### config.mk
export PLATFORM = sky130hd
export DESIGN_NAME = jk_bank_ctrl_flat
export DESIGN_NICKNAME = d
export VERILOG_FILES = /design/src/rtl/jk_pkg.sv /design/src/rtl/jk_bank_ctrl_if.sv /design/src/rtl/jk_cell.sv /design/src/rtl/jk_bank_ctrl.sv /design/src/flat_wrapper.sv
export SDC_FILE = /design/constraint.sdc
export NUM_CORES = 1
export LEC_CHECK = 0
export ABC_CLOCK_PERIOD_IN_PS = 2600
export BUFFER_PORTS_ARGS = -buffer_cell sky130_fd_sc_hd__buf_2
export CAP_MARGIN = 20
export CORE_ASPECT_RATIO = 1.5
export CORE_MARGIN = 2
export CORE_UTILIZATION = 40
export DETAILED_ROUTE_END_ITERATION = 12
export HOLD_SLACK_MARGIN = 0.02
export PLACE_DENSITY_LB_ADDON = 0.12
export REMOVE_ABC_BUFFERS = 1
export SETUP_SLACK_MARGIN = 0.1
export SLEW_MARGIN = 30
export SYNTH_ARGS = -nofsm -noshare
export SYNTH_HDL_FRONTEND = slang
export SYNTH_SLANG_ARGS = --single-unit
### constraint.sdc
create_clock -name clk -period 2.6 [get_ports clk]
set_clock_uncertainty 0.1 [all_clocks]
set_input_delay 0.52 -clock clk [delete_from_list [all_inputs] [get_ports clk]]
set_output_delay 0.52 -clock clk [all_outputs]
set_load 0.1 [all_outputs]
### src/rtl/jk_pkg.sv
// jk_pkg: op codes and FSM state encoding shared by the JK bank controller
package jk_pkg;

    localparam logic [2:0] OP_HOLD   = 3'd0;
    localparam logic [2:0] OP_CLEAR  = 3'd1;
    localparam logic [2:0] OP_SET    = 3'd2;
    localparam logic [2:0] OP_LOAD   = 3'd3;
    localparam logic [2:0] OP_TOGGLE = 3'd4;
    localparam logic [2:0] OP_SHIFT  = 3'd5;
    localparam logic [2:0] OP_COUNT  = 3'd6;

    typedef enum logic [1:0] {
        ST_IDLE  = 2'd0,
        ST_APPLY = 2'd1,
        ST_RUN   = 2'd2,
        ST_DONE  = 2'd3
    } state_t;

endpackage

### src/rtl/jk_bank_ctrl_if.sv
// jk_bank_ctrl_if: valid/ready command channel from host sequencer to the bank controller
interface jk_bank_ctrl_if #(
    parameter int WIDTH = 4
);
    logic             cmd_valid;
    logic             cmd_ready;
    logic [2:0]       cmd_op;
    logic [WIDTH-1:0] cmd_data;

    modport master (output cmd_valid, output cmd_op, output cmd_data, input cmd_ready);
    modport slave  (input cmd_valid, input cmd_op, input cmd_data, output cmd_ready);
endinterface

### src/rtl/jk_cell.sv
// jk_cell: single JK flip-flop with asynchronous active-low clear
module jk_cell (
    input  logic clk,
    input  logic rst,
    input  logic j,
    input  logic k,
    output logic q,
    output logic q_bar
);
    logic q_q, q_d;

    // JK truth table: 00 hold, 01 reset, 10 set, 11 toggle
    always_comb begin
        q_d = (j & ~q_q) | (~k & q_q);
    end

    // storage flop, cleared asynchronously
    always_ff @(posedge clk or negedge rst) begin
        if (!rst) q_q <= 1'b0;
        else      q_q <= q_d;
    end

    assign q     = q_q;
    assign q_bar = ~q_q;
endmodule

### src/rtl/jk_bank_ctrl.sv
// jk_bank_ctrl: command FSM translating host ops into per-bit j/k drive for a JK bank
module jk_bank_ctrl
    import jk_pkg::*;
#(
    parameter int WIDTH = 4
) (
    input  logic              clk,
    input  logic              rst,
    jk_bank_ctrl_if.slave     cmd,
    output logic [WIDTH-1:0]  q,
    output logic [WIDTH-1:0]  q_bar,
    output logic              busy,
    output logic              done
);
    state_t           state_q, state_d;
    logic [2:0]       op_q, op_d;
    logic [WIDTH-1:0] data_q, data_d;
    logic [WIDTH-1:0] rem_q, rem_d;
    logic [WIDTH-1:0] j, k, t, src;
    logic             accept, active;

    assign cmd.cmd_ready = (state_q == ST_IDLE);
    assign accept        = cmd.cmd_valid & cmd.cmd_ready;
    assign active        = (state_q == ST_APPLY) | (state_q == ST_RUN);
    assign busy          = (state_q != ST_IDLE);
    assign done          = (state_q == ST_DONE);

    // next-state: latch command on accept, count down remaining steps in RUN
    always_comb begin
        state_d = state_q;
        op_d    = op_q;
        data_d  = data_q;
        rem_d   = rem_q;
        case (state_q)
            ST_IDLE: if (accept) begin
                op_d   = cmd.cmd_op;
                data_d = cmd.cmd_data;
                if (cmd.cmd_op == OP_COUNT) begin
                    rem_d   = cmd.cmd_data;
                    state_d = (cmd.cmd_data != '0) ? ST_RUN : ST_DONE;
                end else begin
                    state_d = ST_APPLY;
                end
            end
            ST_APPLY: state_d = ST_DONE;
            ST_RUN: begin
                rem_d   = rem_q - WIDTH'(1);
                state_d = (rem_q == WIDTH'(1)) ? ST_DONE : ST_RUN;
            end
            default: state_d = ST_IDLE;
        endcase
    end

    // controller registers, discarded on async reset
    always_ff @(posedge clk or negedge rst) begin
        if (!rst) begin
            state_q <= ST_IDLE;
            op_q    <= '0;
            data_q  <= '0;
            rem_q   <= '0;
        end else begin
            state_q <= state_d;
            op_q    <= op_d;
            data_q  <= data_d;
            rem_q   <= rem_d;
        end
    end

    // per-bit j/k decode; t is the set of bits an increment flips
    always_comb begin
        t   = q ^ (q + WIDTH'(1));
        src = {q[WIDTH-2:0], data_q[0]};
        j   = '0;
        k   = '0;
        if (active) begin
            case (op_q)
                OP_CLEAR:  k = '1;
                OP_SET:    j = '1;
                OP_LOAD:   begin j = data_q; k = ~data_q; end
                OP_TOGGLE: begin j = data_q; k = data_q;  end
                OP_SHIFT:  begin j = src;    k = ~src;    end
                OP_COUNT:  begin j = t;      k = t;       end
                default:   begin j = '0;     k = '0;      end
            endcase
        end
    end

    for (genvar i = 0; i < WIDTH; i++) begin : g_cell
        jk_cell u_cell (
            .clk   (clk),
            .rst   (rst),
            .j     (j[i]),
            .k     (k[i]),
            .q     (q[i]),
            .q_bar (q_bar[i])
        );
    end
endmodule

### src/flat_wrapper.sv
// flat-port wrapper written by rule: the top's interface ports become plain ports
module jk_bank_ctrl_flat import jk_pkg::*;
#(
    parameter int WIDTH = 4
)
  (clk, rst, q, q_bar, busy, done, cmd_cmd_valid, cmd_cmd_op, cmd_cmd_data, cmd_cmd_ready);
  jk_bank_ctrl_if #(.WIDTH(WIDTH)) cmd_i ();
  input  logic clk;
  input  logic rst;
  output logic [WIDTH-1:0] q;
  output logic [WIDTH-1:0] q_bar;
  output logic busy;
  output logic done;
  input wire logic [$bits(cmd_i.cmd_valid)-1:0] cmd_cmd_valid;
  input wire logic [$bits(cmd_i.cmd_op)-1:0] cmd_cmd_op;
  input wire logic [$bits(cmd_i.cmd_data)-1:0] cmd_cmd_data;
  output wire logic [$bits(cmd_i.cmd_ready)-1:0] cmd_cmd_ready;
  assign cmd_i.cmd_valid = cmd_cmd_valid;
  assign cmd_i.cmd_op = cmd_cmd_op;
  assign cmd_i.cmd_data = cmd_cmd_data;
  assign cmd_cmd_ready = cmd_i.cmd_ready;
  jk_bank_ctrl #(.WIDTH(WIDTH)) u_core (.clk(clk), .rst(rst), .cmd(cmd_i), .q(q), .q_bar(q_bar), .busy(busy), .done(done));
endmodule
-- After elaboration in Yosys (flattened, before gate mapping)
Cells that the tools add are included.
- reductions and logical operators: 7
- bitwise operators: 25
- $add $sub $neg: 2
- equality and inequality tests: 13
- muxes and demuxes: 12
- operators by type and width (cell ; count):
    one-hot mux 4 bit (5 select lines) ; 1
    two-way mux 4 bit ; 4
    one-hot mux 4 bit (4 select lines) ; 1
    == test 3 bit (second input constant) ; 4
    AND 1 bit ; 9
    NOT 1 bit ; 8
    NOT 4 bit ; 2
    one-hot mux 4 bit (2 select lines) ; 1
    == test 3 x 2 -> 1 bit (second input constant) ; 2
    one-hot mux 2 bit (3 select lines) ; 1
    OR 1 bit ; 5
    adder 4 x 1 -> 4 bit (second input constant) ; 1
    == test 2 bit (second input constant) ; 2
    == test 4 x 1 -> 1 bit (second input constant) ; 1
    two-way mux 2 bit ; 2
    != test 2 bit (second input constant) ; 2
    nonzero test 2 bit ; 2
    nonzero test 4 bit ; 1
    subtractor 4 x 1 -> 4 bit (second input constant) ; 1
    bitwise XOR 4 bit ; 1
    == test 3 x 1 -> 1 bit (second input constant) ; 1
    AND reduction 3 bit ; 1
    == test 2 x 1 -> 1 bit (second input constant) ; 1
    zero test 2 bit ; 1
    other kinds (3) ; 4
- register bits after elaboration: 17

-- Longest topological paths before layout
Gate-level depths: netlist (run 1).
- word-level depth: 7
- mapped depth: 6
- depth with buffers taken out: 6

-- Modules after synthesis
A second synthesis (run 1) with hierarchy kept.
- cells, all modules: 152
- area, all modules: 1316.3 um^2
- modules (own cells, without submodules) (module ; times used ; cells an instance ; area an instance (um^2)):
    jk_bank_ctrl ; 1 ; 136 ; 1166.1
    jk_cell ; 4 ; 4 ; 37.5

-- Worst setup path after synthesis (run 1)
Ideal clock, no wire load.
- path kind: reg-to-reg
- start point: register u_core.state_q[0]
- end point: register u_core.rem_q[0]
- cell stages (with the launch flop): 7
- arrival time: 2608 ps
- setup slack: -229 ps
- cells stage by stage: dfrtp_1 inv_1 ha_1 inv_2 or2_1 o21a_1 a22o_1
- longest elaborated chain between the ends: 4
- elaborated cells between the ends (all ways): 8
- classes of those cells: 3 x eq/ne; 1 x mux; 1 x bitwise; 3 x reduce/logical
- RTL lines (element ; line ; text):
    start: declaration ; jk_bank_ctrl.sv:15 ; state_t state_q, state_d;
    start signal: assignment ; jk_bank_ctrl.sv:62 ; state_q <= state_d;
    zero test 2 bit * ; jk_bank_ctrl.sv:22 ; assign cmd.cmd_ready = (state_q == ST_IDLE);
    net cmd_cmd_ready ; flat_wrapper.sv:17 ; output wire logic [$bits(cmd_i.cmd_ready)-1:0] cmd_cmd_ready;
    AND 1 bit ; jk_bank_ctrl.sv:23 ; assign accept = cmd.cmd_valid & cmd.cmd_ready;
    != test 2 bit (no line) ; -- ;
    AND reduction 3 bit (no line) ; -- ;
    end signal: assignment ; jk_bank_ctrl.sv:65 ; rem_q <= rem_d;
    end: declaration ; jk_bank_ctrl.sv:18 ; logic [WIDTH-1:0] rem_q, rem_d;
The timed path passes the listed nets; every way through them passes the cells marked *.
A chain may end at the register's enable or synchronous reset.

-- Final worst setup path (run 1)
- start point: register u_core.state_q[0]
- end point: output busy
- longest elaborated chain between the ends: 1
- RTL lines (element ; line ; text):
    nonzero test 2 bit ; jk_bank_ctrl.sv:25 ; assign busy = (state_q != ST_IDLE);
    end: declaration ; flat_wrapper.sv:12 ; output logic busy;
Every way passes these cells.

==> results.tsv, run 1 <==
metric	value	unit
status	finished, final reports clean	
clock-pin transition on the worst setup and hold timing paths	0.07	ns
Multi-input gate area	694	µm²
Post-DRT Antenna Nets	0	
DP Cell Count	184	
Hold Crit Class	input port to asynchronous set/reset pin	
Final nets	166	
#FFs+latches synth	17	
FILL cells	335	
H-tree depth	1	
Remaining DRCs	0	
largest net degree at the start of global routing	18	
vias	1027	
final RePlAce weighted congestion	0.742	
Crit Path Class	flip-flop to output port	
worst-margin pin slew	0.519	ns
Mapped Area	0.00128	mm²
RR Endpoint	u_core.state_q[0]$_DFFE_PN0P_	
crit path capture	busy	
Critical Path End Type	output port	
routed wire length	2730	µm
Starting Density	0.413	
fin crit period	2.14	ns
Inserted Clock Buffers	3	
chip height	73.3	µm
RSZ-0062 raised after global routing	no	
final setup fails	0	
maxcap violations	0	
DR pass1 iterations	4	
Die Wd	50.2	µm
Root Driver	clkbuf_8	
share of async-settable or async-resettable flops after synthesis	1.00	
pins over their slew limit	0	
Syn Inst Count	137	
Max Freq	466	MHz
Synth Flop Type	dfrtp_1	
Worst R2R Path Depth	6	
die area	0.00367	mm²
Area growth syn-to-layout	6.36	%
clk_lat worst skew	0.24	ns
critical path peak fanout	7	
arrival time at the worst endpoint	1.52	ns
Final period util	0.825	
core area	0.00310	mm²
post-detail-place hpwl	2200	µm
relative slew slack	0.654	
DRT iter0 DRCs	11	
Cell Rows	25	
Fin. Hold Viols	0	
GRT overflow	0	
critical path launch point	u_core.state_q[0]$_DFFE_PN0P_	
initial antenna violation count	0	
EDFF count, synth	0	
PostCTS Resize Cnt	0	
Data required, critical path	1.98	ns
crit path launch type	flip-flop	
hold_buf cts	0	
worst r2r src	u_core.state_q[0]$_DFFE_PN0P_	
layout cell share with drive strength beyond 1	0.257	
Antenna Cells	0	
Synthesis Warnings	0	
I/O pins	21	
final instance count without filler cells	188	
IO Port Bufs	20	
synth unique cells	44	
Avg Cell Area, Syn	9.33	µm²
register area	425	µm²
total global-route track usage	0.168	
CTS tree	built	
wire per inst	14.5	µm
vias per inst	5.46	
Reg2Reg Setup Slack	0.81	ns
maximum clock path buffer count	2	
vias in the first global route	1032	
Setup Fix Bufs, Post-CTS	0	
CTS sink cnt	17	
sequential area share after synthesis	0.333	
first-pass GRT wire length	4770	µm
==> area by class of cell <==
cell class / instances / share of cell area
clock buffer: 4 / 0.0331
inverter: 10 / 0.0276
multi-input combinational: 96 / 0.511
sequential: 17 / 0.313
tap: 40 / 0.0368
timing repair buffer: 21 / 0.0791
==> cell families after synthesis <==
family / count (synthesis) / synth area share
mux: 11 / 0.0949
fa+ha+maj: 7 / 0.0685
buf+inv: 24 / 0.124
xor+xnor: 1 / 0.00685
flops: 17 / 0.333
simple gates: 43 / 0.184
compound gates: 34 / 0.189
==> critical path, cell delays in order (launching register included) <==
cell	delay [ns]
dfrtp_1	0.39
inv_1	0.08
ha_1	0.29
inv_2	0.11
buf_2	0.42
==> through the flow <==
| stage | utilization | setup TNS (ns) | instance area, µm² | hold WS [ns] | setup slack [ns] |
|---|---|---|---|---|---|
| final | 0.439 | 0 | 1360 | 0.0836 | 0.455 |
| after floorplan | - | -0.549 | 1160 | 0.124 | -0.229 |
| after global routing | 0.439 | 0 | 1360 | 0.113 | 0.379 |
| after CTS | 0.439 | 0 | 1360 | 0.0986 | 0.432 |
| after global placement | 0.425 | 0 | 1320 | 0.368 | 0.733 |
| after detailed placement | 0.425 | 0 | 1320 | 0.363 | 0.691 |
==> layer usage <==
metal / vias to the layer above / routed length (µm) / track usage
met2: 15 / 1520 / 0.322
li1: 512 / - / -
met3: 4 / 61 / 0.0122
met1: 496 / 1100 / 0.187
met4: 0 / 47 / 0.0710
met5: - / 0 / 0
==> state kept, by name, indices dropped and copies added (netlist names) <==
signal	cells
u_core.rem_q	4
u_core.op_q	3
u_core.data_q	4
u_core.state_q	2
u_core.g_cell.u_cell.q	4
==> placed cells by master, fill, tap and decap left out, types with 2 or more instances in the layout <==
master / n
a32oi_1: 3
o21ai_0: 4
nand2_1: 9
or3_1: 2
inv_1: 9
o211ai_1: 2
clkbuf_8: 3
nor4_1: 2
mux2i_1: 2
nand3_1: 3
buf_2: 20
nor2_1: 6
o2bb2ai_1: 2
ha_1: 7
o31ai_1: 3
nor3_1: 6
nand2b_1: 5
mux2_2: 9
dfrtp_1: 17
a21oi_1: 9
a21o_1: 2
==> synthesized netlist by cell type, types with 3 or more instances <==
cell type	n	share of area
nand2b_1	5	0.024
o21ai_0	4	0.016
ha_1	7	0.068
a21oi_1	9	0.035
buf_4	9	0.053
nand3_1	3	0.012
mux2_2	9	0.079
dfrtp_1	17	0.33
a32oi_1	3	0.021
nor2_1	6	0.018
buf_6	3	0.026
nor3_1	6	0.023
nand2_1	9	0.026
o31ai_1	3	0.018
inv_1	9	0.026
==> worst min-delay path by stage <==
stage	end	slack, ns	cells after the start
after floorplan	u_core.data_q[0]$_DFFE_PN0P_	0.12	0
after global routing	u_core.rem_q[2]$_DFFE_PN0P_	0.11	1
after CTS	u_core.rem_q[2]$_DFFE_PN0P_	0.1	1
final	u_core.rem_q[2]$_DFFE_PN0P_	0.08	1
after detailed placement	u_core.rem_q[2]$_DFFE_PN0P_	0.36	1
after global placement	u_core.rem_q[1]$_DFFE_PN0P_	0.37	1
Power of run 1 is not shown: default switching activity piles up to over one toggle a cycle in this logic, so the estimate is an artifact.
==> run 2, diff against run 1 <==
ABC_CLOCK_PERIOD_IN_PS = 1900   (was 2600)
clock period = 1.9 ns   (was 2.6 ns; I/O delays follow)
==> results.tsv, run 2 (synthesized netlist as in run 1, its figures left out) <==
metric	value	unit
status	finished, final reports clean	
H-tree depth	1	
clock-pin transition on the worst setup and hold timing paths	0.07	ns
Antenna Cells	0	
vias	1078	
Post-DRT Antenna Nets	0	
pins over their slew limit	0	
total global-route track usage	0.174	
core area	0.00310	mm²
Root Driver	clkbuf_8	
Area growth syn-to-layout	13.9	%
CP Buf/Inv Count	3	
DRT iter0 DRCs	24	
DP Worst Slack	0.211	ns
relative slew slack	0.678	
initial antenna violation count	0	
min-delay src	cmd_cmd_data[1]	
vias per inst	5.53	
RSZ-0062 raised after global routing	yes	
final instance count without filler cells	195	
arrival time at the worst endpoint	1.30	ns
Setup WS post-layout	0.116	ns
RR Endpoint	u_core.rem_q[1]$_DFFE_PN0P_	
Starting Density	0.413	
commonest non-fill, non-tap cell in the layout	dfrtp_1	
layout cell share with drive strength beyond 1	0.297	
maximum clock path buffer count	2	
Remaining DRCs	0	
first-pass GRT wire length	4870	µm
Data required, critical path	1.42	ns
DP Cell Count	189	
I/O pins	21	
largest net degree at the start of global routing	18	
final setup fails	0	
clk_lat worst skew	0.25	ns
GRT overflow	0	
Fin. Hold Viols	0	
Critical Path End Type	output port	
worst-margin pin slew	0.487	ns
final RePlAce weighted congestion	0.725	
Reg2Reg Setup Slack	0.21	ns
CTS tree	built	
Hold Crit Endpoint	u_core.data_q[1]$_DFFE_PN0P_	
maxcap violations	0	
Inserted Clock Buffers	3	
Worst R2R Path Depth	6	
Die Wd	50.2	µm
Hold Crit Class	input port to flip-flop	
Final nets	173	
worst r2r src	u_core.state_q[1]$_DFFE_PN0P_	
routed wire length	2860	µm
CP max stage delay	0.41	ns
CP delay by family, top	buffers and inverters	
post-detail-place hpwl	2320	µm
vias in the first global route	1127	
Slowest-stage cell, CP	dfrtp_1	
worst path cell trace	inv_1, ha_2, buf_4, buf_12	
die area	0.00367	mm²
crit path launch type	flip-flop	
critical path peak fanout	4	
Final period util	0.939	
Cell Rows	25	
commonest non-fill, non-tap cells in the layout	dfrtp_1, buf_2	
DR pass1 iterations	4	
Crit Path Class	flip-flop to output port	
fin crit period	1.78	ns
IO Port Bufs	20	
hold depth	2	
wire per inst	14.7	µm
chip height	73.3	µm
CTS sink cnt	17	
Max Freq	561	MHz
==> run 2: worst max-delay path by stage <==
stage / cells after the start / slack [ns] / end / from
after floorplan: 6 / -0.93 / u_core.rem_q[0]$_DFFE_PN0P_ / u_core.state_q[0]$_DFFE_PN0P_
after global placement: 6 / 0.26 / u_core.rem_q[2]$_DFFE_PN0P_ / u_core.state_q[1]$_DFFE_PN0P_
after detailed placement: 6 / 0.21 / u_core.rem_q[2]$_DFFE_PN0P_ / u_core.state_q[1]$_DFFE_PN0P_
after CTS: 2 / 0.10 / q_bar[1] / u_core.g_cell[1].u_cell.q$_DFF_PN0_
after global routing: 4 / 0.07 / cmd_cmd_ready / u_core.state_q[0]$_DFFE_PN0P_
final: 4 / 0.12 / cmd_cmd_ready / u_core.state_q[0]$_DFFE_PN0P_
==> run 2: timing repair <==
action / 4_1_cts / 5_1_grt
buffers inserted: 0 / 1
hold buffers: 1 / 0
resized for setup: 1 / 3
endpoints found under the setup margin: 1 / 4
hold endpoints to repair: 17 / 0
==> run 2: metrics by stage <==
step                utilization  setup TNS, ns  hold WS [ns]  area [µm²]
floorplan                     -         -10.21       -0.0156        1160
global placement          0.446              0         0.233        1380
detailed placement        0.446              0         0.237        1380
CTS                       0.465              0         0.286        1440
global route              0.470              0         0.290        1460
finish                    0.470              0         0.293        1460
==> run 2: final cells by class <==
type	instances	area (µm²)
Clock buffer	3	41.3
Clock inverter	1	5.00
Fill cell	298	1640
Inverter	10	37.5
Multi-Input combinational cell	96	697
Sequential cell	17	425
Tap cell	40	50.0
Timing Repair Buffer	28	200
==> run 2: layer usage <==
layer	global-route usage	share of wire	up-vias	routed length, µm
li1	-	-	527	-
met1	0.169	0.38	526	1100
met2	0.351	0.58	21	1650
met3	0.0122	0.023	4	65
met4	0.0957	0.019	0	53
met5	0	0	-	0
Power of run 2 is left out for the same reason.
